===== src/rtl/fifo_stream_reader_if.sv =====
// FIFO read port and output stream of the FIFO stream reader.
// master = reader side; slave = the FIFO/sink environment.
interface fifo_stream_reader_if #(
    parameter int pDATA_WIDTH = 8
);
    logic                   fifo_ren;
    logic [pDATA_WIDTH-1:0] fifo_rdata;
    logic                   fifo_empty;
    logic                   fifo_underflow;
    logic                   m_valid;
    logic                   m_ready;
    logic [pDATA_WIDTH-1:0] m_data;
    logic                   m_last;

    modport master (
        output fifo_ren, m_valid, m_data, m_last,
        input  fifo_rdata, fifo_empty, fifo_underflow, m_ready
    );

    modport slave (
        input  fifo_ren, m_valid, m_data, m_last,
        output fifo_rdata, fifo_empty, fifo_underflow, m_ready
    );
endinterface


===== src/rtl/fifo_stream_reader.sv =====
// Reads burst_len words from a 1-cycle-latency FIFO into a valid/ready stream; first word 3 cycles after start.
// A 2-entry buffer absorbs sink stalls; FIFO_READER_STATS_EN adds word/stall counters.
module fifo_stream_reader #(
    parameter int pDATA_WIDTH  = 8,
    parameter int pBURST_WIDTH = 16
) (
    input  logic                    clk,
    input  logic                    rst_n,
    input  logic                    start,
    input  logic [pBURST_WIDTH-1:0] burst_len,
    output logic                    busy,
    output logic                    done,
    output logic                    error,
    output logic [31:0]             stat_words,
    output logic [31:0]             stat_stalls,
    fifo_stream_reader_if.master    bus
);
    typedef enum logic [1:0] {ST_IDLE, ST_RUN, ST_DRAIN, ST_DONE} state_t;

    state_t                  state_q, state_nxt;
    logic [pBURST_WIDTH-1:0] req_left_q, out_left_q;
    logic [1:0]              occ_q;
    logic                    inflight_q;
    logic                    error_q;
    logic [pDATA_WIDTH-1:0]  buf_q [2];

    logic ren, out_vld, out_last, pop, start_acc, space_ok, wr_idx;

    assign out_vld   = (occ_q != 2'd0);
    assign out_last  = out_vld && (out_left_q == pBURST_WIDTH'(1));
    assign pop       = out_vld && bus.m_ready;
    assign start_acc = start && (state_q == ST_IDLE);
    // A word popped this cycle frees a slot for a read issued this cycle.
    assign space_ok  = ({1'b0, occ_q} + {2'b00, inflight_q}) < (3'd2 + {2'b00, pop});
    // Arriving word lands behind whatever survives this cycle's pop.
    assign wr_idx    = (occ_q == 2'd2) || ((occ_q == 2'd1) && !pop);

    always_ff @(posedge clk or negedge rst_n) begin
        if (!rst_n) state_q <= ST_IDLE;
        else        state_q <= state_nxt;
    end

    always_comb begin
        state_nxt = state_q;
        case (state_q)
            ST_IDLE:  if (start) state_nxt = (burst_len == '0) ? ST_DONE : ST_RUN;
            ST_RUN:   if (ren && (req_left_q == pBURST_WIDTH'(1))) state_nxt = ST_DRAIN;
            ST_DRAIN: if (pop && out_last) state_nxt = ST_DONE;
            ST_DONE:  state_nxt = ST_IDLE;
            default:  state_nxt = ST_IDLE;
        endcase
    end

    always_comb begin
        busy = 1'b0;
        done = 1'b0;
        ren  = 1'b0;
        case (state_q)
            ST_RUN: begin
                busy = 1'b1;
                ren  = !bus.fifo_empty && (req_left_q != '0) && space_ok;
            end
            ST_DRAIN: busy = 1'b1;
            ST_DONE:  done = 1'b1;
            default:  ;
        endcase
    end

    always_ff @(posedge clk or negedge rst_n) begin
        if (!rst_n) begin
            req_left_q <= '0;
            out_left_q <= '0;
            occ_q      <= 2'd0;
            inflight_q <= 1'b0;
            error_q    <= 1'b0;
        end else begin
            occ_q      <= occ_q + {1'b0, inflight_q} - {1'b0, pop};
            inflight_q <= ren;
            if (start_acc) begin
                req_left_q <= burst_len;
                out_left_q <= burst_len;
                error_q    <= 1'b0;
            end else begin
                if (ren) req_left_q <= req_left_q - pBURST_WIDTH'(1);
                if (pop) out_left_q <= out_left_q - pBURST_WIDTH'(1);
                if (bus.fifo_underflow && busy) error_q <= 1'b1;
            end
        end
    end

    // Payload needs no reset: occupancy alone decides what is valid.
    always_ff @(posedge clk) begin
        if (pop)        buf_q[0]      <= buf_q[1];
        if (inflight_q) buf_q[wr_idx] <= bus.fifo_rdata;
    end

    assign bus.fifo_ren = ren;
    assign bus.m_valid  = out_vld;
    assign bus.m_data   = buf_q[0];
    assign bus.m_last   = out_last;
    assign error        = error_q;

`ifdef FIFO_READER_STATS_EN
    logic [31:0] words_q, stalls_q;

    always_ff @(posedge clk or negedge rst_n) begin
        if (!rst_n) begin
            words_q  <= '0;
            stalls_q <= '0;
        end else if (start_acc) begin
            words_q  <= '0;
            stalls_q <= '0;
        end else begin
            if (pop && (words_q != 32'hFFFF_FFFF)) words_q <= words_q + 32'd1;
            if (out_vld && !bus.m_ready && (stalls_q != 32'hFFFF_FFFF)) stalls_q <= stalls_q + 32'd1;
        end
    end

    assign stat_words  = words_q;
    assign stat_stalls = stalls_q;
`else
    assign stat_words  = '0;
    assign stat_stalls = '0;
`endif
endmodule


===== src/flat_wrapper.sv =====
// flat-port wrapper written by rule: the top's interface ports become plain ports
module fifo_stream_reader_flat 
#(
    parameter int pDATA_WIDTH  = 8,
    parameter int pBURST_WIDTH = 16
)
  (clk, rst_n, start, burst_len, busy, done, error, stat_words, stat_stalls, bus_fifo_ren, bus_m_valid, bus_m_data, bus_m_last, bus_fifo_rdata, bus_fifo_empty, bus_fifo_underflow, bus_m_ready);
  fifo_stream_reader_if #(.pDATA_WIDTH(pDATA_WIDTH)) bus_i ();
  input  logic clk;
  input  logic rst_n;
  input  logic start;
  input  logic [pBURST_WIDTH-1:0] burst_len;
  output logic busy;
  output logic done;
  output logic error;
  output logic [31:0] stat_words;
  output logic [31:0] stat_stalls;
  output wire logic [$bits(bus_i.fifo_ren)-1:0] bus_fifo_ren;
  output wire logic [$bits(bus_i.m_valid)-1:0] bus_m_valid;
  output wire logic [$bits(bus_i.m_data)-1:0] bus_m_data;
  output wire logic [$bits(bus_i.m_last)-1:0] bus_m_last;
  input wire logic [$bits(bus_i.fifo_rdata)-1:0] bus_fifo_rdata;
  input wire logic [$bits(bus_i.fifo_empty)-1:0] bus_fifo_empty;
  input wire logic [$bits(bus_i.fifo_underflow)-1:0] bus_fifo_underflow;
  input wire logic [$bits(bus_i.m_ready)-1:0] bus_m_ready;
  assign bus_fifo_ren = bus_i.fifo_ren;
  assign bus_m_valid = bus_i.m_valid;
  assign bus_m_data = bus_i.m_data;
  assign bus_m_last = bus_i.m_last;
  assign bus_i.fifo_rdata = bus_fifo_rdata;
  assign bus_i.fifo_empty = bus_fifo_empty;
  assign bus_i.fifo_underflow = bus_fifo_underflow;
  assign bus_i.m_ready = bus_m_ready;
  fifo_stream_reader #(.pDATA_WIDTH(pDATA_WIDTH), .pBURST_WIDTH(pBURST_WIDTH)) u_core (.clk(clk), .rst_n(rst_n), .start(start), .burst_len(burst_len), .busy(busy), .done(done), .error(error), .stat_words(stat_words), .stat_stalls(stat_stalls), .bus(bus_i));
endmodule

===== config.mk =====
export PLATFORM = sky130hd
export DESIGN_NAME = fifo_stream_reader_flat
export DESIGN_NICKNAME = d
export VERILOG_FILES = /design/src/rtl/fifo_stream_reader_if.sv /design/src/rtl/fifo_stream_reader.sv /design/src/flat_wrapper.sv
export SDC_FILE = /design/constraint.sdc
export NUM_CORES = 1
export LEC_CHECK = 0
export ABC_AREA = 1
export CAP_MARGIN = 30
export CORE_ASPECT_RATIO = 1.25
export CORE_MARGIN = 10
export CORE_UTILIZATION = 52
export CTS_CLUSTER_DIAMETER = 200
export DETAILED_ROUTE_END_ITERATION = 10
export GPL_ROUTABILITY_DRIVEN = 0
export PLACE_DENSITY_LB_ADDON = 0.15
export SYNTH_ARGS = -nofsm -noshare
export SYNTH_HDL_FRONTEND = slang
export SYNTH_SLANG_ARGS = --single-unit

===== constraint.sdc =====
create_clock -name clk -period 3.5 [get_ports clk]
set_clock_uncertainty 0.2 [all_clocks]
set_input_delay 0.35 -clock clk [delete_from_list [all_inputs] [get_ports clk]]
set_output_delay 0.35 -clock clk [all_outputs]
set_load 0.01 [all_outputs]

==> metrics.txt <==
WL/cell 15.2 um; DRT antenna net count 0; Syn-to-layout area delta 9.66%; Tot Pwr 3.12 mW; Post-synth top flop dfrtp_1; Sw Share 46.1%; DRC Markers 0; Post-synth top cells nand2_1, buf_4, inv_1; setup TNS 0 ns; Seq/Total Area, Yosys between 30% and 40%; worst r2r dst u_core.out_left_q[6]; post-CTS setup buffer count 0; pwr dens around 750 nW/um^2; crit share post-route 81.3%; n_diodes 0; io pins approximately 110; Pint 1.68 mW; initial antenna violation count 0; global-route wire length before repair approximately 15 mm; Via Count 2913; part of the power in registers 35.7%; instance count of the mapped netlist 456; Cell Area, Placed 4090 um^2; Clock power frac 11.7%; relative slew slack 39.9%; core area 7060 um^2; TritonCTS clock tree yes; CTS sink count 54; Lkg Pwr between 1.5 and 2 nW; area leader, netlist dfrtp_1; Synth Register Bits 54; synthesized area per cell 8.38 um^2; asr flop ratio synth 70.4%; Yosys warnings 0; die area 11200 um^2; mux cell area share after synthesis 2.36%; Reg-to-Reg Start u_core.state_q[0]; share of layout cells above drive strength 1 10.9%; DRT iter0 DRCs 169; number of enable flip-flop cells after synthesis 16; status finished, final reports clean; post-CTS sizing 0; clk slew on worst S/H paths 0.10 ns; Synth Area in Compound Gates 8.06%; worst setup path endpoint bus_fifo_ren; number of global-route vias before repair 3045; Worst Hold Class flop to flop; final slew viol count 0; post-cts hold buffer count 1; Final Hold Fails 0; worst slew pin tran 0.902 ns; Area contributors post-synth dfrtp_1, buf_4, edfxtp_1, nand2_1, inv_1; Longest Clk Path Bufs 2; final setup violation count 0; Die W 96.7 um; IO Port Bufs 43; reg-to-reg slack, setup 1.00 ns; drt via density 4.91; CP Data Required Time slightly below 3 ns; mapped cell area ~3800 um^2; Initial Utilization about 54%; largest family of logic cells by synthesized area simple AND/OR/NAND/NOR gates; Peak Freq ~350 MHz; maxcap violations 0; crit start category flop; Adder-Cell Fraction of Synth Area 4.58%; switching pwr approximately 1.4 mW; largest net degree at the start of global routing 39; H-tree levels 2; combinational power share 52.6%; WL final 9.04 mm; Yosys top cell area share between 20% and 30%; Site Rows 34; Peak supply drop 337 uV; crit path max fanout 5; Num CTS Buffers 5; setup ws final 0.656 ns; fin nets about 550; Die Ht ~120 um; R2R depth 7; Worst-Skew Late Latency roughly 0.32 ns; dpl ws 0.771 ns; clk root buf clkbuf_8; CP endpoint kind output pin; RSZ-0062 raised after global routing no; count leader, synth nand2_1; final core utilization 59.3%; Yosys cell types 40; post-DP HPWL between 7 and 8 mm; Crit Path Class flop to output pin; Critical Path Source u_core.occ_q[0]; grt total ovfl 0; Initial DRT Pass Iterations 4; fin crit period around 2.8 ns; all-layer global routing usage 15.8%; Synth Area in XOR/XNOR 3.90%; Critical Path AT 2.29 ns; Synth Area in Simple Gates 24.4%; final instance area 4190 um^2
per-layer routing:
layer	track usage (%)	up-vias	part of all wire, %
li1	-	1433	-
met1	17.7	1354	41
met2	28.3	105	50
met3	3.28	21	5.4
met4	7.39	0	3.6
met5	0	-	0
through the flow:
stage | hold WS [ns] | instances
floorplan | -0.146 | 519
global placement | 0.287 | 584
detailed placement | 0.290 | 584
CTS | 0.316 | 593
global route | 0.359 | 593
finish | 0.312 | 593
worst min-delay path by stage:
stage	from	endpoint	slack, ns	depth (start not counted)
final	u_core.error	u_core.error	0.31	2
after global placement	u_core.error	u_core.error	0.29	2
after global routing	u_core.error	u_core.error	0.36	2
after detailed placement	u_core.error	u_core.error	0.29	2
after floorplan	rst_n	u_core.error	-0.15	0
after CTS	u_core.error	u_core.error	0.32	2
registers in the layout, indices dropped and copies added (netlist names):
name,flops
u_core.inflight_q,1
u_core.error,1
u_core.buf_q,16
u_core.out_left_q,16
u_core.state_q,2
u_core.occ_q,2
u_core.req_left_q,16
cell type report:
type / count / area, um^2
clock inverters: 3 / 25.0
well taps: 90 / 113
clock buffers: 5 / 68.8
multi-input cells: 340 / 1900
fillers: 673 / 2870
repair buffers: 46 / 450
flip-flops and latches: 54 / 1430
inverters: 55 / 206
kinds of logic after synthesis:
logic type,after synthesis
other cells,1
flops,54
xor+xnor,17
compound gates,38
buf+inv,125
fa+ha+maj,14
simple gates,199
mux,8
critical path: stages (launching register included):
cell and delay [ns]:
dfrtp_1 0.45, ha_1 0.21, ha_1 0.31, a21oi_4 0.19
nand2_4 0.10, inv_1 0.15, clkdlybuf4s50_1 0.58
layout by cell type (no fill, tap or decap), types with 2 or more instances in the layout:
master,synthesis,final
xnor2_1,2,2
nand3_1,35,35
o211ai_2,9,9
conb_1,1,64
o21ai_0,9,9
nand4_1,6,6
xor2_1,15,15
inv_1,54,54
nor2_2,3,3
clkbuf_8,0,5
nand2_1,81,81
or2_2,3,3
o211ai_1,6,6
dfrtp_1,38,38
clkdlybuf4s50_1,0,42
nor4_1,2,2
nand2_2,13,13
o221ai_1,2,2
buf_4,64,2
nor3_1,5,5
o311ai_0,2,2
edfxtp_1,16,16
a21oi_1,5,5
nor2_1,44,44
mux2_2,8,8
nor2_8,2,2
ha_1,14,14
power by group through the flow:
| stage | Clock, mW | Sequential [mW] | Combinational [mW] |
|---|---|---|---|
| 6_report | 0.367 | 1.11 | 1.64 |
| 5_1_grt | 0.398 | 1.14 | 1.86 |
| 4_1_cts | 0.374 | 1.11 | 1.65 |
| 3_5_place_dp | 0 | 1.12 | 1.64 |
| 3_3_place_gp | 0 | 1.11 | 1.61 |
| 2_1_floorplan | 0 | 1.09 | 1.26 |
(Power assumes the default switching activity.)
